===== config.mk =====
export PLATFORM = sky130hd
export DESIGN_NAME = tx_symbol_scheduler
export DESIGN_NICKNAME = d
export VERILOG_FILES = /design/src/rtl/pcie_symbol_pkg.sv /design/src/rtl/skp_interval_timer.sv /design/src/rtl/tx_symbol_scheduler.sv
export SDC_FILE = /design/constraint.sdc
export NUM_CORES = 1
export LEC_CHECK = 0
export BUFFER_PORTS_ARGS = -buffer_cell sky130_fd_sc_hd__clkbuf_2
export CAP_MARGIN = 10
export CORE_MARGIN = 1
export CORE_UTILIZATION = 55
export DETAILED_ROUTE_END_ITERATION = 10
export PLACE_DENSITY = 0.77
export SLEW_MARGIN = 10
export SYNTH_ARGS = -nofsm -noshare
export SYNTH_HDL_FRONTEND = slang
export SYNTH_SLANG_ARGS = --single-unit

===== constraint.sdc =====
create_clock -name clk -period 5.7 [get_ports clk]
set_clock_uncertainty 0.05 [all_clocks]
set_input_delay 1.14 -clock clk [delete_from_list [all_inputs] [get_ports clk]]
set_output_delay 1.14 -clock clk [all_outputs]
set_load 0.1 [all_outputs]

===== src/rtl/pcie_symbol_pkg.sv =====
// Shared symbol constants and scheduler state encoding for the TX lane
// sequencer. Imported by tx_symbol_scheduler.
package pcie_symbol_pkg;

  localparam logic [7:0] K28_5_COM = 8'hBC;
  localparam logic [7:0] K28_0_SKP = 8'h1C;
  localparam logic [7:0] D0_0_IDLE = 8'h00;

  typedef enum logic [1:0] {
    IDLE    = 2'd0,
    DATA    = 2'd1,
    SKP_COM = 2'd2,
    SKP_SYM = 2'd3
  } tx_sched_state_e;

endpackage


===== src/rtl/skp_interval_timer.sv =====
// SKP interval timer and owed-SKP bookkeeping.
// A free-running interval counter raises an internal skp_due every
// SKP_INTERVAL enabled cycles; each due event adds one owed SKP ordered set,
// saturating at MAX_PEND_SKP (a due event lost to saturation pulses o_skp_ovf).
// Ports:
//   clk, reset_n        clock, asynchronous active-low reset
//   i_enable            lane enable; low clears counter and pending
//   i_consume           one owed SKP ordered set completed this cycle
//   o_pending_nz        registered pending count is non-zero
//   o_pending_nz_next   pending count after this cycle's update is non-zero
//   o_skp_ovf           one-cycle pulse: due event dropped at saturation
module skp_interval_timer #(
  parameter int SKP_INTERVAL = 1180,
  parameter int MAX_PEND_SKP = 4
) (
  input  logic clk,
  input  logic reset_n,
  input  logic i_enable,
  input  logic i_consume,
  output logic o_pending_nz,
  output logic o_pending_nz_next,
  output logic o_skp_ovf
);

  localparam int CW = (SKP_INTERVAL > 1) ? $clog2(SKP_INTERVAL) : 1;
  localparam int PW = $clog2(MAX_PEND_SKP + 1);
  localparam logic [CW-1:0] CNT_LAST = CW'(SKP_INTERVAL - 1);
  localparam logic [PW-1:0] PEND_MAX = PW'(MAX_PEND_SKP);

  logic [CW-1:0] r_cnt;
  logic [PW-1:0] r_pend;
  logic          r_ovf_p1;
  logic          w_due;
  logic [PW-1:0] w_pend_next;
  logic          w_ovf;
  logic [PW:0]   w_inc;

  // Saturating increment; MSB of the result flags a dropped increment.
  function automatic logic [PW:0] pend_sat_inc(input logic [PW-1:0] v);
    if (v == PEND_MAX) return {1'b1, v};
    return {1'b0, v + PW'(1)};
  endfunction

  assign w_due = i_enable && (r_cnt == CNT_LAST);
  assign w_inc = pend_sat_inc(r_pend);

  // A completion and a due event in the same cycle cancel out.
  always_comb begin
    w_pend_next = r_pend;
    w_ovf       = 1'b0;
    if (!i_enable) begin
      w_pend_next = '0;
    end else if (w_due && !i_consume) begin
      w_pend_next = w_inc[PW-1:0];
      w_ovf       = w_inc[PW];
    end else if (!w_due && i_consume && (r_pend != '0)) begin
      w_pend_next = r_pend - PW'(1);
    end
  end

  always_ff @(posedge clk or negedge reset_n) begin
    if (!reset_n) begin
      r_cnt    <= '0;
      r_pend   <= '0;
      r_ovf_p1 <= 1'b0;
    end else begin
      r_cnt    <= (!i_enable || w_due) ? '0 : r_cnt + CW'(1);
      r_pend   <= w_pend_next;
      r_ovf_p1 <= w_ovf;
    end
  end

  assign o_pending_nz      = (r_pend != '0);
  assign o_pending_nz_next = (w_pend_next != '0);
  assign o_skp_ovf         = r_ovf_p1;

endmodule


===== src/rtl/tx_symbol_scheduler.sv =====
// Per-lane TX symbol sequencer feeding the 8b/10b encoder one byte + K flag
// per clock. Chooses between link-layer packet symbols (valid/ready), SKP
// ordered sets (COM + SKP_LEN x K28.0) owed by the interval timer, and D0.0
// idle fill. SKP ordered sets only start between packets.
// Optional build macro: TX_SCHED_STATS_EN adds saturating 16-bit counters
// stat_skp_cnt_o (SKP OS completed) and stat_idle_cnt_o (D0.0 fill emitted).
// Ports:
//   clk, reset_n      clock (one symbol per cycle), async active-low reset
//   tx_en_i           lane enable; low flushes to idle
//   in_data_i[7:0]    link-layer byte      in_is_k_i  byte is a K-code
//   in_last_i         final packet symbol  in_valid_i upstream valid
//   in_ready_o        symbol accepted this cycle when in_valid_i is high
//   sym_data_o[7:0]   byte to encoder      sym_is_k_o K flag to encoder
//   skp_active_o      sym_* belongs to a SKP ordered set
//   underrun_o        pulse: valid dropped mid-packet
//   skp_ovf_o         pulse: SKP due while pending count saturated
module tx_symbol_scheduler
  import pcie_symbol_pkg::*;
#(
  parameter int SKP_INTERVAL = 1180,
  parameter int SKP_LEN      = 3,
  parameter int MAX_PEND_SKP = 4
) (
  input  logic        clk,
  input  logic        reset_n,
  input  logic        tx_en_i,
  input  logic [7:0]  in_data_i,
  input  logic        in_is_k_i,
  input  logic        in_last_i,
  input  logic        in_valid_i,
  output logic        in_ready_o,
  output logic [7:0]  sym_data_o,
  output logic        sym_is_k_o,
  output logic        skp_active_o,
  output logic        underrun_o,
  output logic        skp_ovf_o
`ifdef TX_SCHED_STATS_EN
  ,
  output logic [15:0] stat_skp_cnt_o,
  output logic [15:0] stat_idle_cnt_o
`endif
);

  localparam int SW = (SKP_LEN > 1) ? $clog2(SKP_LEN) : 1;
  localparam logic [SW-1:0] SUB_LAST = SW'(SKP_LEN - 1);

  tx_sched_state_e r_state;
  tx_sched_state_e w_state_next;
  logic [SW-1:0]   r_sub;
  logic [SW-1:0]   w_sub_next;
  logic [7:0]      r_sym_data_p1;
  logic [7:0]      w_sym_data;
  logic            r_sym_is_k_p1;
  logic            w_sym_is_k;
  logic            r_skp_active_p1;
  logic            w_skp_active;
  logic            r_underrun_p1;
  logic            w_underrun;
  logic            r_ready;
  logic            w_ready_next;
  logic            w_accept;
  logic            w_consume;
  logic            w_pend_nz;
  logic            w_pend_nz_next;
  logic            w_skp_ovf;

  assign w_accept  = in_valid_i && r_ready;
  // Kept out of the FSM block: the timer's next-pending view depends on it.
  assign w_consume = tx_en_i && (r_state == SKP_SYM) && (r_sub == SUB_LAST);

  skp_interval_timer #(
    .SKP_INTERVAL (SKP_INTERVAL),
    .MAX_PEND_SKP (MAX_PEND_SKP)
  ) u_timer (
    .clk               (clk),
    .reset_n           (reset_n),
    .i_enable          (tx_en_i),
    .i_consume         (w_consume),
    .o_pending_nz      (w_pend_nz),
    .o_pending_nz_next (w_pend_nz_next),
    .o_skp_ovf         (w_skp_ovf)
  );

  always_comb begin
    w_state_next = r_state;
    w_sub_next   = r_sub;
    w_sym_data   = D0_0_IDLE;
    w_sym_is_k   = 1'b0;
    w_skp_active = 1'b0;
    w_underrun   = 1'b0;
    if (!tx_en_i) begin
      w_state_next = IDLE;
      w_sub_next   = '0;
    end else begin
      case (r_state)
        IDLE: begin
          // in_ready_o is already low here when SKPs are owed.
          if (w_pend_nz) begin
            w_state_next = SKP_COM;
          end else if (w_accept) begin
            w_sym_data = in_data_i;
            w_sym_is_k = in_is_k_i;
            if (!in_last_i) w_state_next = DATA;
          end
        end
        DATA: begin
          if (w_accept) begin
            w_sym_data = in_data_i;
            w_sym_is_k = in_is_k_i;
            if (in_last_i) w_state_next = IDLE;
          end else begin
            w_underrun = 1'b1;
          end
        end
        SKP_COM: begin
          w_sym_data   = K28_5_COM;
          w_sym_is_k   = 1'b1;
          w_skp_active = 1'b1;
          w_state_next = SKP_SYM;
          w_sub_next   = '0;
        end
        SKP_SYM: begin
          w_sym_data   = K28_0_SKP;
          w_sym_is_k   = 1'b1;
          w_skp_active = 1'b1;
          w_sub_next   = r_sub + SW'(1);
          if (r_sub == SUB_LAST) begin
            w_sub_next   = '0;
            w_state_next = w_pend_nz_next ? SKP_COM : IDLE;
          end
        end
        default: w_state_next = IDLE;
      endcase
    end
    // Ready is registered, so it is decided from where we land next cycle.
    w_ready_next = tx_en_i && ((w_state_next == DATA) ||
                               ((w_state_next == IDLE) && !w_pend_nz_next));
  end

  // Stage p1: registered symbol stream toward the encoder
  always_ff @(posedge clk or negedge reset_n) begin
    if (!reset_n) begin
      r_state         <= IDLE;
      r_sub           <= '0;
      r_sym_data_p1   <= D0_0_IDLE;
      r_sym_is_k_p1   <= 1'b0;
      r_skp_active_p1 <= 1'b0;
      r_underrun_p1   <= 1'b0;
      r_ready         <= 1'b0;
    end else begin
      r_state         <= w_state_next;
      r_sub           <= w_sub_next;
      r_sym_data_p1   <= w_sym_data;
      r_sym_is_k_p1   <= w_sym_is_k;
      r_skp_active_p1 <= w_skp_active;
      r_underrun_p1   <= w_underrun;
      r_ready         <= w_ready_next;
    end
  end

  assign in_ready_o   = r_ready;
  assign sym_data_o   = r_sym_data_p1;
  assign sym_is_k_o   = r_sym_is_k_p1;
  assign skp_active_o = r_skp_active_p1;
  assign underrun_o   = r_underrun_p1;
  assign skp_ovf_o    = w_skp_ovf;

`ifdef TX_SCHED_STATS_EN
  function automatic logic [15:0] sat_inc16(input logic [15:0] v);
    if (v == 16'hFFFF) return v;
    return v + 16'd1;
  endfunction

  logic [15:0] r_stat_skp;
  logic [15:0] r_stat_idle;
  logic        w_fill;

  // Fill is any D0.0 the scheduler itself chooses while enabled.
  assign w_fill = tx_en_i && ((r_state == IDLE) || (r_state == DATA)) && !w_accept;

  always_ff @(posedge clk or negedge reset_n) begin
    if (!reset_n) begin
      r_stat_skp  <= '0;
      r_stat_idle <= '0;
    end else if (!tx_en_i) begin
      r_stat_skp  <= '0;
      r_stat_idle <= '0;
    end else begin
      if (w_consume) r_stat_skp  <= sat_inc16(r_stat_skp);
      if (w_fill)    r_stat_idle <= sat_inc16(r_stat_idle);
    end
  end

  assign stat_skp_cnt_o  = r_stat_skp;
  assign stat_idle_cnt_o = r_stat_idle;
`endif

endmodule


# Yosys cells after proc, flatten, opt, wreduce, memory -nomap -nowiden
# Index checks and enable logic that the tools add are counted.
word_totals:
  register_bits: 31
classes:
  addsub: 4
  n_eq_ne: 8
  muxes: 34
  reduce_logical: 20
ops:
  columns: ["operator", "n"]
  rows:
  - ["$pmux W8 S4", 1]
  - ["$mux W8", 3]
  - ["$mux W2", 10]
  - ["$add A11 B1 Y11 const B", 1]
  - ["$eq A11 B11 Y1 const B", 1]
  - ["$mux W1", 11]
  - ["$mux W11", 1]
  - ["$logic_and A1 B1 Y1", 9]
  - ["$mux W3", 3]
  - ["$mux W4", 2]
  - ["$pmux W2 S4", 1]
  - ["$eq A2 B2 Y1 const B", 3]
  - ["$reduce_bool A3 Y1", 2]
  - ["$eq A2 B1 Y1 const B", 2]
  - ["$logic_not A1 Y1", 4]
  - ["$logic_not A2 Y1", 2]
  - ["$pmux W2 S2", 1]
  - ["$add A3 B1 Y3 const B", 1]
  - ["$eq A3 B3 Y1 const B", 1]
  - ["$ne A3 B1 Y1 const B", 1]
  - ["$pmux W1 S3", 1]
  - ["$sub A3 B1 Y3 const B", 1]
  - ["$add A2 B1 Y2 const B", 1]
  - ["$logic_or A1 B1 Y1", 2]
  - ["$reduce_or A2 Y1", 1]

# Logic depth before layout (Yosys ltp)
# Gate-level depths: netlist of run 1.
logic_depth:
  depth_word: 17
  ltp_mapped: 7
  mapped_depth_nobuf: 7

# Modules after synthesis
# From an unflattened synthesis of run 1, not the netlist that was laid out.
unflattened:
  hier_cells: 147
  hier_area_um2: 1491.4
by_module_without_submodules:
  columns: ["mod", "n_inst", "cells_each", "area_per_inst_um2", "seq_area_each_um2"]
  rows:
  - ["skp_interval_timer", 1, 84, 830.8, 375.4]
  - ["tx_symbol_scheduler", 1, 63, 660.6, 400.4]

# Least setup slack after synthesis of run 1
# No wires, ideal clock.
synth_timing:
  path_kind: "in2reg"
  from: "in tx_en_i"
  to: "reg r_state[1]"
  setup_time_ns: 0.124
  arrival_time_ns: 2.102
  path_slack_ns: 3.424
  stages: 5
  path_buffers: 0
  path_cell_list: "and3_1 nand4_2 nor3_1 o221ai_1 o31a_1"
synth_via:
  elab_chain_len: 12
  elab_cells_between_ends: 16
  cone_classes: "7 x mux; 9 x reduce/logical"
synth_rtl:
  columns: ["item", "line", "rtl"]
  rows:
  - ["start, declared", "tx_symbol_scheduler.sv:26", "input logic tx_en_i,"]
  - ["$logic_and A1 B1 Y1 (on tied branches)", "skp_interval_timer.sv:44, tx_symbol_scheduler.sv:69", null]
  - ["$logic_not A1 Y1 / $logic_and A1 B1 Y1 (equally long branches)", "skp_interval_timer.sv:56, tx_symbol_scheduler.sv:69", null]
  - ["$logic_and A1 B1 Y1 (2 in a row)", "skp_interval_timer.sv:56", "end else if (!w_due && i_consume && (r_pend != '0)) begin"]
  - ["$mux W3", "skp_interval_timer.sv:56", null]
  - ["$mux W3", "skp_interval_timer.sv:53", "end else if (w_due && !i_consume) begin"]
  - ["$mux W3", "skp_interval_timer.sv:51", "if (!i_enable) begin"]
  - ["$reduce_bool A3 Y1", "skp_interval_timer.sv:74", "assign o_pending_nz_next = (w_pend_next != '0);"]
  - ["$mux W2", "tx_symbol_scheduler.sv:129", "w_state_next = w_pend_nz_next ? SKP_COM : IDLE;"]
  - ["$mux W2", "tx_symbol_scheduler.sv:127", "if (r_sub == SUB_LAST) begin"]
  - ["$pmux W2 S4", "tx_symbol_scheduler.sv:95", "case (r_state)"]
  - ["$mux W2 (*)", "tx_symbol_scheduler.sv:91", "if (!tx_en_i) begin"]
  - ["named net w_state_next[1]", "tx_symbol_scheduler.sv:48", "tx_sched_state_e w_state_next;"]
  - ["end signal, assigned", "tx_symbol_scheduler.sv:151", "r_state <= w_state_next;"]
  - ["end, declared", "tx_symbol_scheduler.sv:47", "tx_sched_state_e r_state;"]
# Mark *: on every way through the listed nets, which the timed path passes. The rest lies on a longest branch.
# A chain may end at the register's enable or synchronous reset.

# Worst setup path in the final report of run 1
layout_timing:
  from: "in tx_en_i"
  to: "reg r_state[1]"
layout_via:
  elab_chain_len: 12
  elab_cells_between_ends: 16
  cone_classes: "7 x mux; 9 x reduce/logical"
layout_rtl:
  columns: ["item", "line", "rtl"]
  rows:
  - ["$logic_and A1 B1 Y1 (on tied branches)", "skp_interval_timer.sv:44, tx_symbol_scheduler.sv:69", null]
  - ["$logic_not A1 Y1 / $logic_and A1 B1 Y1 (equally long branches)", "skp_interval_timer.sv:56, tx_symbol_scheduler.sv:69", null]
  - ["$logic_and A1 B1 Y1 (2 in a row)", "skp_interval_timer.sv:56", null]
  - ["$mux W3", "skp_interval_timer.sv:56", null]
  - ["$mux W3", "skp_interval_timer.sv:53", null]
  - ["$mux W3 (*)", "skp_interval_timer.sv:51", null]
  - ["named net u_timer.w_pend_next[1]", "skp_interval_timer.sv:34", "logic [PW-1:0] w_pend_next;"]
  - ["$reduce_bool A3 Y1 (*)", "skp_interval_timer.sv:74", null]
  - ["$mux W2 (*)", "tx_symbol_scheduler.sv:129", null]
  - ["$mux W2 (*)", "tx_symbol_scheduler.sv:127", null]
  - ["$pmux W2 S4 (*)", "tx_symbol_scheduler.sv:95", null]
  - ["$mux W2 (*)", "tx_symbol_scheduler.sv:91", null]
  - ["named net w_state_next[1]", "tx_symbol_scheduler.sv:48", null]
# Marks and branches as above.

==> results of run 1 <==
-- cells by family after synthesis --
family          after synthesis  synth area share, %
fa+ha+maj                     4                 3.30
flops                        31                 51.1
mux                           2                 1.32
compound gates               18                 9.23
buf+inv                       9                 2.31
simple gates                 76                 27.5
xor+xnor                      9                 5.19
-- worst max-delay path by stage --
stage | depth (start not counted) | to | start | slack [ns]
final | 6 | r_state[1] | tx_en_i | 3.32
after global placement | 6 | r_state[1] | tx_en_i | 3.02
after floorplan | 5 | r_state[1] | tx_en_i | 3.42
after CTS | 6 | r_state[1] | tx_en_i | 3.31
after detailed placement | 6 | r_state[1] | tx_en_i | 2.95
after global routing | 6 | in_ready_o | tx_en_i | 3.16
-- synth_stat cells, types with 3 or more instances --
cell     instances  area share, %
dfrtp_1         31             51
nand2_1         19            4.7
nor2_1          17            4.2
and2_1           7            2.9
nor3_1           7            2.3
inv_1            6            1.5
nand3_1          6            2.0
xnor2_1          5            2.9
and3_1           4            1.6
ha_1             4            3.3
nor2b_1          4            1.6
xor2_1           4            2.3
a21oi_1          3           0.99
-- registers in the layout, indices dropped and copies added, names as in the netlist --
signal,flops
u_timer.r_pend,3
in_ready_o,1
r_sub,2
underrun_o,1
sym_is_k_o,1
sym_data_o,8
u_timer.o_skp_ovf,1
skp_active_o,1
r_state,2
u_timer.r_cnt,11
-- where the power goes --
part           leakage [uW]  total, uW  internal [uW]  switching [uW]
registers          0.000424        229            225            3.99
logic              0.000412       48.9           11.4            37.5
clock network     0.0000341        128           57.0            71.2
total              0.000870        406            293             113
-- metal layers --
metal  GRT usage (%)  wire length, microns  vias up
met2            34.3                  1220       27
met5               0                     0        -
li1                -                     -      571
met4            8.97                    48        0
met1            27.4                  1340      514
met3            9.17                   151        7
-- final cells by class --
| class | instances | area [sq um] |
|---|---|---|
| Clock inverter | 1 | 5.00 |
| Tap cell | 30 | 37.5 |
| Fill cell | 215 | 816 |
| Timing Repair Buffer | 26 | 130 |
| Clock buffer | 6 | 51.3 |
| Inverter | 6 | 22.5 |
| Sequential cell | 31 | 776 |
| Multi-Input combinational cell | 109 | 707 |
-- metrics by stage --
stage | setup WS, ns | cells | total power [uW]
2_1_floorplan | 3.42 | 149 | 268
3_3_place_gp | 3.02 | 202 | 282
3_5_place_dp | 2.95 | 202 | 283
4_1_cts | 3.31 | 209 | 411
5_1_grt | 3.16 | 209 | 425
6_report | 3.32 | 209 | 406
-- worst reg2reg max path, stage by stage, from the launching register on --
cell	delay, ns
dfrtp_1	0.39
ha_1	0.25
nor4b_4	0.28
nand4_2	0.22
nor3_1	0.31
o221ai_1	0.17
o31a_1	0.25
==> results.rst, run 1 <==
.. list-table::
   :header-rows: 1

   * - Metric
     - Value
   * - Number of cells traversed by the worst register-to-register path
     - 6
   * - Pleak
     - 0.000870 uW
   * - Crit-path max cell delay
     - 0.40 ns
   * - Gate count after technology mapping
     - 149
   * - Clock slew at reported path FFs
     - 0.09 ns
   * - Crit end category
     - flip-flop
   * - Average vias per placed instance
     - 5.35
   * - Root Buffer
     - clkbuf_4
   * - Net count after synthesis
     - 167
   * - End point of the most critical hold path
     - u_timer.r_cnt[0]
   * - Setup tns final
     - 0 ns
   * - Cell area power density
     - 235 nW/um^2
   * - PostCTS Resize Cnt
     - 0
   * - Die boundary width
     - 54.5 microns
   * - Pin count of the biggest net entering global routing
     - 32
   * - WP data arrival
     - 2.56 ns
   * - Final hold slack
     - 0.435 ns
   * - Aggregate routed wire length
     - 2750 microns
   * - Buffer and inverter count on the worst path
     - 1
   * - Critical-path top delay cell
     - nor3_1
   * - Leading cell types in the layout, fill and taps excluded
     - dfrtp_1 (31), clkbuf_2 (26), nand2_1 (19)
   * - Highest fanout seen on the critical path
     - 15
   * - Startpoint of the worst register-to-register path
     - u_timer.r_cnt[0]
   * - Headroom to the max-slew limit
     - 50.5%
   * - Setup violation total in the final timing report
     - 0
   * - I/O pin count
     - 27
   * - Post-route core utilization
     - 67.9%
   * - Number of port buffers
     - 26
   * - Initial antenna violation count
     - 0
   * - Count of flip-flops with a built-in enable after synthesis
     - 0
   * - Post-DP HPWL
     - 2010 microns
   * - Peak supply drop
     - 0.196 mV
   * - Vias after detailed routing
     - 1119
   * - Vias in the first global route
     - 1032
   * - Layout Area Growth over Synthesis
     - 13.9%
   * - Initial Utilization
     - 59.6%
   * - Number of buffers created by CTS
     - 5
   * - Worst min-delay path class
     - flip-flop to flip-flop
   * - Post-synthesis average cell area
     - 10.2 sq um
   * - Synth Register Bits
     - 31
   * - Slew of the pin with the lowest slew margin
     - 0.743 ns
   * - Htree depth
     - 2
   * - Kind of cell adding the most delay to the critical path
     - compound AO/OA/AOI/OAI gates
   * - Number of rows in the core area
     - 18
   * - Die footprint
     - 2970 sq um
   * - Post-route DRC violation count
     - 0
   * - Setup repair after global routing missed its margin
     - no
   * - Iteration count of the initial detailed-routing pass
     - 4
   * - Die height
     - 54.5 microns
   * - Max-cap violations
     - 0
   * - Hold violation count in the final report
     - 0
   * - Number of nets in the layout
     - 197
   * - Avg WL per Cell
     - 13.2 microns
   * - Clock tree from TritonCTS
     - yes
   * - Count of hold-fix buffers inserted at cts
     - 0
   * - Final cycle utilization of the critical path
     - 41.8%
   * - Clock insertion delay at the later pin of the skew report
     - 0.34 ns
   * - Asr flop ratio synth
     - 100%
   * - Setup slack, reg-to-reg
     - 3.67 ns
   * - Wire length of the first global-routing pass
     - 4460 microns
   * - Inserted Diodes
     - 0
   * - Routed Antenna Nets
     - 0
   * - Core region area
     - 2540 sq um
   * - Share of synthesized area occupied by flip-flops and latches
     - 51.1%
   * - Number of buffers inserted to repair setup after CTS
     - 0
   * - Outcome
     - finished clean
   * - Post-synthesis instance area
     - 1520 sq um
   * - Fmax
     - 419 MHz
   * - Hold Crit Start
     - u_timer.r_cnt[0]
   * - Overall routing resource usage
     - 22.2%
   * - Most common flop cell mapped by yosys
     - dfrtp_1
   * - DRC violation total after the first TritonRoute iteration
     - 18
   * - Remaining Overflow, GRT
     - 0
   * - Layout cells sized above 1
     - 21.2%
   * - Syn. warnings
     - 0
   * - Distinct cell type count after synthesis
     - 38
   * - Buffer levels on the longest clock path
     - 2
   * - CP cell instances
     - clkbuf_2, nand2_1, nor3_1, a21o_1, a31oi_1, o31a_1
   * - Cell area after layout
     - 1730 sq um
   * - Worst hold path cell count
     - 1
   * - Placer's final routability congestion estimate
     - 0.761
   * - CP startpoint kind
     - input port
   * - Worst Path Class, Setup
     - input port to flip-flop
   * - Required time at the worst-slack endpoint
     - 5.88 ns
   * - Leading cell type in the layout, fill and taps excluded
     - dfrtp_1
   * - Number of pins with negative max-slew slack in the final report
     - 0
   * - Shortest period the worst path allows
     - 2.38 ns
   * - Dpl cell area
     - 1670 sq um
   * - Reg-to-reg critical path endpoint
     - r_state[1]
   * - CTS sink cnt
     - 31
Power figures use the tool's default switching activity.
==> run 2, diff against run 1 <==
--- a/config.mk
+++ b/config.mk
@@ -5,12 +5,13 @@
 export SDC_FILE = /design/constraint.sdc
 export NUM_CORES = 1
 export LEC_CHECK = 0
+export ABC_AREA = 1
 export BUFFER_PORTS_ARGS = -buffer_cell sky130_fd_sc_hd__clkbuf_2
 export CAP_MARGIN = 10
 export CORE_MARGIN = 1
-export CORE_UTILIZATION = 55
+export CORE_UTILIZATION = 50
 export DETAILED_ROUTE_END_ITERATION = 10
-export PLACE_DENSITY = 0.77
+export PLACE_DENSITY = 0.73
 export SLEW_MARGIN = 10
 export SYNTH_ARGS = -nofsm -noshare
 export SYNTH_HDL_FRONTEND = slang
==> constraint.sdc (replaced) <==
create_clock -name clk -period 2.1 [get_ports clk]
set_clock_uncertainty 0.05 [all_clocks]
set_input_delay 0.42 -clock clk [delete_from_list [all_inputs] [get_ports clk]]
set_output_delay 0.42 -clock clk [all_outputs]
set_load 0.1 [all_outputs]
==> run 2 against run 1 <==
Total power grew to 3.2 times the previous value. Synthesized cell count is 23% higher. Global-route usage is 2.5 points lower. Register-to-register slack worse by 3.4 ns. Sequential cell count stayed put. Highest routed layer unchanged. Final area is 8.8% higher. Critical path depth is 7 higher. Non-clock buffer count is 1 higher. Final cell count is 24% higher. Clock power grew to 3.8 times the previous value. Combinational power grew to 3.4 times the previous value. Largest cell class unchanged. Die area is 17% higher.
==> results.rst, run 2 <==
.. list-table::
   :header-rows: 1

   * - Metric
     - Value
   * - Synth Register Bits
     - 31 (unchanged)
   * - Wire length of the first global-routing pass
     - 5020 microns (+13%)
   * - Shortest period the worst path allows
     - 1.81 ns
   * - Buffer levels on the longest clock path
     - 2 (unchanged)
   * - Sw frac
     - 27.6% (-0.14 points)
   * - Worst min-delay path class
     - input port to async pin
   * - Dpl cell area
     - 1790 sq um (+7.3%)
   * - Cell area power density
     - 686 nW/um^2 (+190%)
   * - Most common flop cell mapped by yosys
     - dfrtp_1
   * - Area of combinational cells with multiple inputs
     - 701 sq um (-0.88%)
   * - Synth Area in Compound Gates
     - 5.72% (-3.5 points)
   * - Core region area
     - 3050 sq um (+20%)
   * - Post-synthesis share of cell area spent on full adders, half adders and majority gates
     - 3.09% (-0.20 points)
   * - Crit end category
     - flip-flop
   * - Leading cell types in the layout, fill and taps excluded
     - dfrtp_1 (31), inv_1 (27), clkbuf_2 (26)
   * - Vias in the first global route
     - 1232 (+19%)
   * - Max-cap violations
     - 0 (unchanged)
   * - Proportion of power drawn by the clock network
     - 37.8% (+6.2 points)
   * - Final cycle utilization of the critical path
     - 86.0%
   * - Biggest area consumer among synthesized cells
     - dfrtp_1
   * - Layout cells sized above 1
     - 30.6% (+9.3 points)
   * - Power share of the sequential group
     - 49.2% (-7.2 points)
   * - Avg WL per Cell
     - 11.3 microns (-14%)
   * - Placer's final routability congestion estimate
     - 0.857 (+13%)
   * - CP startpoint kind
     - flip-flop
   * - Distinct cell type count after synthesis
     - 31 (-18%)
   * - Worst Path Class, Setup
     - flip-flop to flip-flop
   * - Post-synthesis instance area
     - 1620 sq um (+6.6%)
   * - Number of cells traversed by the worst register-to-register path
     - 13 (+7)
   * - Final hold slack
     - 0.0923 ns (-0.343 ns)
   * - Number of nets in the layout
     - 233 (+18%)
   * - I/O pin count
     - 27 (unchanged)
   * - Htree depth
     - 2 (unchanged)
   * - Internal power of the cells
     - 934 uW (+220%)
   * - Share of synthesized area occupied by flip-flops and latches
     - 48.0% (-3.2 points)
   * - Die footprint
     - 3470 sq um (+17%)
   * - Fmax
     - 554 MHz
   * - Layout Area Growth over Synthesis
     - 16.2%
   * - Required time at the worst-slack endpoint
     - 2.29 ns (-3.59 ns)
   * - Average vias per placed instance
     - 4.93 (-7.8%)
   * - Hold violation count in the final report
     - 0 (unchanged)
   * - Post-synth top cells
     - dfrtp_1 (31), inv_1 (27), nand2_1 (23)
   * - Post-DP HPWL
     - 2240 microns (+12%)
   * - Iteration count of the initial detailed-routing pass
     - 4 (unchanged)
   * - Headroom to the max-slew limit
     - 49.9% (-0.59 points)
   * - Peak supply drop
     - 0.367 mV (+87%)
   * - Flip-flop count of the largest register after layout
     - 11 (unchanged)
   * - Slew of the pin with the lowest slew margin
     - 0.752 ns (+0.00888 ns)
   * - Overall routing resource usage
     - 19.7% (-2.5 points)
   * - Die height
     - 58.9 microns (+8.0%)
   * - CTS sink cnt
     - 31 (unchanged)
   * - Leading post-synthesis cells by cell area
     - dfrtp_1 (48%), inv_1 (6.3%), nand2_1 (5.3%)
   * - Number of port buffers
     - 26 (unchanged)
   * - Leading cell type in the layout, fill and taps excluded
     - dfrtp_1
   * - Aggregate routed wire length
     - 2930 microns (+6.4%)
   * - Post-route DRC violation count
     - 0 (unchanged)
   * - Post-route core utilization
     - 61.6% (-6.3 points)
   * - Area share of and/or/nand/nor cells after synthesis
     - 32.9% (+5.3 points)
   * - Clock tree from TritonCTS
     - yes
   * - Syn. warnings
     - 0 (unchanged)
   * - Net switching component of the power
     - 356 uW (+220%)
   * - Setup repair after global routing missed its margin
     - no
   * - Cell area after layout
     - 1880 sq um (+8.8%)
   * - Overall Power
     - 1290 uW (+220%)
   * - Number of buffers created by CTS
     - 5 (unchanged)
   * - Top reg by flops
     - u_timer.r_cnt
   * - Post-synthesis share of cell area spent on xor and xnor gates
     - 1.62% (-3.6 points)
   * - Asr flop ratio synth
     - 100% (unchanged)
   * - Largest family of logic cells by synthesized area
     - simple AND/OR/NAND/NOR gates
   * - Mux contribution to synthesized area
     - 0% (-1.3 points)
   * - Remaining Overflow, GRT
     - 0 (unchanged)
   * - Clock insertion delay at the later pin of the skew report
     - 0.33 ns (about the same)
   * - Initial antenna violation count
     - 0 (unchanged)
   * - Count of flip-flops with a built-in enable after synthesis
     - 0 (unchanged)
   * - Vias after detailed routing
     - 1283 (+15%)
   * - Clock slew at reported path FFs
     - 0.10 ns (about the same)
   * - Portion of synthesized cell area occupied by the leading cell type
     - 48.0% (-3.2 points)
   * - PostCTS Resize Cnt
     - 0 (unchanged)
   * - Count of hold-fix buffers inserted at cts
     - 0 (unchanged)
   * - Outcome
     - finished clean
   * - Storage element area
     - 776 sq um (unchanged)
   * - WP data arrival
     - 1.99 ns (-0.57 ns)
   * - Setup slack, reg-to-reg
     - 0.29 ns (-3.38 ns)
   * - Number of pins with negative max-slew slack in the final report
     - 0 (unchanged)
   * - Pin count of the biggest net entering global routing
     - 32 (unchanged)
   * - Setup violation total in the final timing report
     - 0 (unchanged)
   * - Comb pwr share
     - 13.0% (+1.0 points)
   * - Inserted Diodes
     - 0 (unchanged)
   * - Pleak
     - 0.00101 uW (+16%)
   * - Routed Antenna Nets
     - 0 (unchanged)
   * - FILL cells
     - 260 (+21%)
   * - Number of buffers inserted to repair setup after CTS
     - 0 (unchanged)
   * - Die boundary width
     - 58.9 microns (+8.0%)
   * - Post-synthesis average cell area
     - 8.84 sq um (-13%)
   * - Setup tns final
     - 0 ns (unchanged)
   * - Highest fanout seen on the critical path
     - 4 (-11)
   * - Most common cell in the synthesized netlist
     - dfrtp_1
   * - Initial Utilization
     - 53.0% (-6.6 points)
   * - Root Buffer
     - clkbuf_4
   * - Gate count after technology mapping
     - 183 (+23%)
   * - Net count after synthesis
     - 201 (+20%)
   * - Number of rows in the core area
     - 20 (+2)
   * - DRC violation total after the first TritonRoute iteration
     - 55 (+37)
-- run 2: cell types whose count changed in the layout (fill, tap and decap cells not counted), sizes merged, moves of 7 or more --
| cell | before | now |
|---|---|---|
| inv | 6 | 32 |
| nand2 | 19 | 34 |
| nand3 | 6 | 18 |
| o21ai | 1 | 8 |
-- run 2: area by class of cell --
cell class | count | share of cell area (%)
flip-flops and latches | 31 | 41.3
multi-input cells | 118 | 37.3
repair buffers | 27 | 7.32
inverters | 32 | 6.65
well taps | 44 | 2.93
clock buffers | 6 | 2.73
clock inverters | 2 | 1.86
-- run 2: final timing paths --
path,endpoint,start
hold / removal,r_sub[0],reset_n
max in group asynchronous,sym_data_o[2],reset_n
setup / recovery,in_ready_o,u_timer.r_pend[0]
setup reg to reg,in_ready_o,u_timer.r_pend[0]
hold reg to reg,u_timer.r_cnt[0],u_timer.r_cnt[0]
min in group clk,sym_data_o[6],in_data_i[6]
-- run 2: critical path, stage by stage (launching register included) --
cell     delay (ns)
dfrtp_1        0.40
inv_1          0.11
ha_1           0.19
inv_1          0.05
nor2_1         0.26
nor2_4         0.08
nand2_2        0.10
nand2_1        0.05
nand2_1        0.07
nand3_2        0.08
nand4_1        0.10
nand2_1        0.07
nand2_1        0.06
inv_1          0.04
-- run 2: per-layer routing --
layer  wire length (microns)  track usage, %
met5                       0               0
met1                    1250            21.9
met3                     142            7.25
met2                    1500            33.4
met4                      36            9.18
-- run 2: stage by stage --
step,std cells,setup WS (ns)
after floorplan,183,0.293
after global placement,252,0.362
after detailed placement,252,0.307
after CTS,260,0.282
after global routing,260,0.0909
final,260,0.293
-- run 2: kinds of logic after synthesis --
kind of cell,Yosys count
fa+ha+maj,4
buf+inv,34
compound gates,17
xor+xnor,3
flops,31
simple gates,94
-- run 2: power by group through the flow --
stage          combinational [uW]  sequential, uW  clock (uW)
6_report                      168             634         488
5_1_grt                       181             637         531
4_1_cts                       169             634         499
3_5_place_dp                  169             645           0
3_3_place_gp                  167             644           0
2_1_floorplan                50.9             717           0
==> run 3, diff against run 2 <==
--- a/config.mk
+++ b/config.mk
@@ -12,6 +12,7 @@
 export CORE_UTILIZATION = 50
 export DETAILED_ROUTE_END_ITERATION = 10
 export PLACE_DENSITY = 0.73
+export REMOVE_ABC_BUFFERS = 1
 export SLEW_MARGIN = 10
 export SYNTH_ARGS = -nofsm -noshare
 export SYNTH_HDL_FRONTEND = slang
==> run 3 against run 2 <==
Maximum frequency rose by 1.9%. Worst setup slack improved by 0.033 ns. Largest power group unchanged. Sequential share of layout area did not move. Count of clock-buffer cells in the layout did not move. Sequential cell count did not move. Total power rose by 0.19%. Global-route usage rose by 0.65 points. Combinational power barely moved.
==> results.rst, run 3 (same netlist as run 2, synthesis figures left out) <==
.. list-table::
   :header-rows: 1

   * - Metric
     - Value
   * - Initial antenna violation count
     - 0 (unchanged)
   * - Avg WL per Cell
     - 11.8 microns (+4.5%)
   * - Setup tns final
     - 0 ns (unchanged)
   * - Outcome
     - finished clean
   * - Remaining Overflow, GRT
     - 0 (unchanged)
   * - Aggregate routed wire length
     - 3060 microns (+4.5%)
   * - Leading cell type in the layout, fill and taps excluded
     - dfrtp_1
   * - Number of pins with negative max-slew slack in the final report
     - 0 (unchanged)
   * - WP data arrival
     - 2.00 ns (about the same)
   * - Fmax
     - 564 MHz (+1.9%)
   * - Vias after detailed routing
     - 1310 (+2.1%)
   * - Overall Power
     - 1290 uW (+0.19%)
   * - Pin count of the biggest net entering global routing
     - 32 (unchanged)
   * - Peak supply drop
     - 0.373 mV (+1.7%)
   * - Crit end category
     - flip-flop
   * - Htree depth
     - 2 (unchanged)
   * - Routed Antenna Nets
     - 0 (unchanged)
   * - Layout cells sized above 1
     - 30.6% (unchanged)
   * - CTS sink cnt
     - 31 (unchanged)
   * - Net switching component of the power
     - 359 uW (+0.72%)
   * - Number of nets in the layout
     - 233 (unchanged)
   * - Average vias per placed instance
     - 5.04 (+2.1%)
   * - Flip-flop count of the largest register after layout
     - 11 (unchanged)
   * - Inserted Diodes
     - 0 (unchanged)
   * - Number of port buffers
     - 26 (unchanged)
   * - Die footprint
     - 3470 sq um (unchanged)
   * - Sw frac
     - 27.7% (+0.15 points)
   * - Vias in the first global route
     - 1263 (+2.5%)
   * - Iteration count of the initial detailed-routing pass
     - 5 (+1)
   * - Top reg by flops
     - u_timer.r_cnt
   * - DRC violation total after the first TritonRoute iteration
     - 86 (+56%)
   * - Number of rows in the core area
     - 20 (unchanged)
   * - Die boundary width
     - 58.9 microns (unchanged)
   * - Buffer levels on the longest clock path
     - 2 (unchanged)
   * - Clock tree from TritonCTS
     - yes
   * - I/O pin count
     - 27 (unchanged)
   * - Headroom to the max-slew limit
     - 49.8% (-0.072 points)
   * - Comb pwr share
     - 13.0% (about the same)
   * - Final cycle utilization of the critical path
     - 84.4% (-1.6 points)
   * - Layout Area Growth over Synthesis
     - 16.2% (unchanged)
   * - Cell area power density
     - 687 nW/um^2 (+0.19%)
   * - Shortest period the worst path allows
     - 1.77 ns (-0.0331 ns)
   * - Non-filler cells in the finished layout
     - 260 (unchanged)
   * - Hold violation count in the final report
     - 0 (unchanged)
   * - Slew of the pin with the lowest slew margin
     - 0.753 ns (+0.00108 ns)
   * - Core region area
     - 3050 sq um (unchanged)
   * - Number of buffers created by CTS
     - 5 (unchanged)
   * - Leading cell types in the layout, fill and taps excluded
     - dfrtp_1 (31), inv_1 (27), clkbuf_2 (26)
   * - Worst min-delay path class
     - input port to async pin
   * - Power share of the sequential group
     - 49.0% (-0.2 points)
   * - Post-route DRC violation count
     - 0 (unchanged)
   * - Pleak
     - 0.00101 uW (unchanged)
   * - Clock insertion delay at the later pin of the skew report
     - 0.34 ns (about the same)
   * - Die height
     - 58.9 microns (unchanged)
   * - Placer's final routability congestion estimate
     - 0.886 (+3.4%)
   * - PostCTS Resize Cnt
     - 0 (unchanged)
   * - Required time at the worst-slack endpoint
     - 2.33 ns (+0.04 ns)
   * - Max-cap violations
     - 0 (unchanged)
   * - Highest fanout seen on the critical path
     - 4 (unchanged)
   * - Internal power of the cells
     - 934 uW (about the same)
   * - Post-DP HPWL
     - 2320 microns (+3.3%)
   * - Wire length of the first global-routing pass
     - 5160 microns (+2.7%)
   * - Setup violation total in the final timing report
     - 0 (unchanged)
   * - Clock slew at reported path FFs
     - 0.10 ns (about the same)
   * - Proportion of power drawn by the clock network
     - 38.0% (+0.2 points)
   * - # placed instances
     - 252 (unchanged)
   * - Worst Path Class, Setup
     - flip-flop to flip-flop
   * - Root Buffer
     - clkbuf_4
   * - Count of hold-fix buffers inserted at cts
     - 0 (unchanged)
   * - Initial Utilization
     - 53.0% (unchanged)
   * - Number of buffers inserted to repair setup after CTS
     - 0 (unchanged)
   * - CP startpoint kind
     - flip-flop
   * - Overall routing resource usage
     - 20.3% (+0.65 points)
   * - Setup repair after global routing missed its margin
     - no
## run 3: cell counts in the layout (fill, tap and decap cells not counted)
No cell type changed its count.
## run 3: worst paths after layout
kind / startpoint / to / slack, ns / cells past startpoint
setup reg to reg: u_timer.r_pend[0] / in_ready_o / 0.33 / 14
setup / recovery: u_timer.r_pend[0] / in_ready_o / 0.33 / 14
min in group clk: in_data_i[0] / sym_data_o[0] / 0.24 / 3
hold / removal: reset_n / u_timer.r_cnt[8] / 0.08 / 1
hold reg to reg: u_timer.r_cnt[0] / u_timer.r_cnt[0] / 0.41 / 1
max in group asynchronous: reset_n / u_timer.r_pend[0] / 1.43 / 1
## run 3: cell type report
cell class	instances	area (sq um)
Inverter	32	125
Fill cell	263	1170
Multi-Input combinational cell	118	701
Clock inverter	2	35.0
Tap cell	44	55.1
Clock buffer	6	51.3
Timing Repair Buffer	27	138
Sequential cell	31	776
## run 3: metrics by stage
step | area (sq um) | util, % | hold slack [ns] | setup WS, ns
detailed placement | 1790 | 58.8 | 0.404 | 0.291
global route | 1880 | 61.6 | 0.129 | 0.0696
finish | 1880 | 61.6 | 0.0757 | 0.327
floorplan | 1600 | - | 0.0744 | 0.293
global placement | 1790 | 58.8 | 0.395 | 0.331
CTS | 1880 | 61.6 | 0.0989 | 0.318
## run 3: layer usage
| metal | vias up | wire [microns] | global-route usage [%] |
|---|---|---|---|
| met5 | - | 0 | 0 |
| met3 | 6 | 165 | 7.03 |
| met2 | 43 | 1540 | 34.3 |
| met1 | 620 | 1310 | 23.7 |
| li1 | 641 | - | - |
| met4 | 0 | 45 | 8.16 |
## run 3: power by group through the flow
stage               Clock, uW  Combinational, uW  Sequential (uW)
floorplan                   0               45.4              717
global placement            0                166              644
detailed placement          0                169              645
CTS                       503                169              633
global route              519                183              636
finish                    491                168              634
## run 3: worst max-delay path, stage by stage, from the launching register on
cell and delay, ns:
dfrtp_1 0.40, inv_1 0.10, ha_1 0.18, inv_1 0.04, nor2_1 0.24, nor2_4 0.08
nand2_2 0.11, nand2_1 0.05, nand2_1 0.06, nand2_2 0.05, nand2_2 0.08, nand4_1 0.10
nand2_2 0.08, nand2_1 0.05, inv_1 0.04
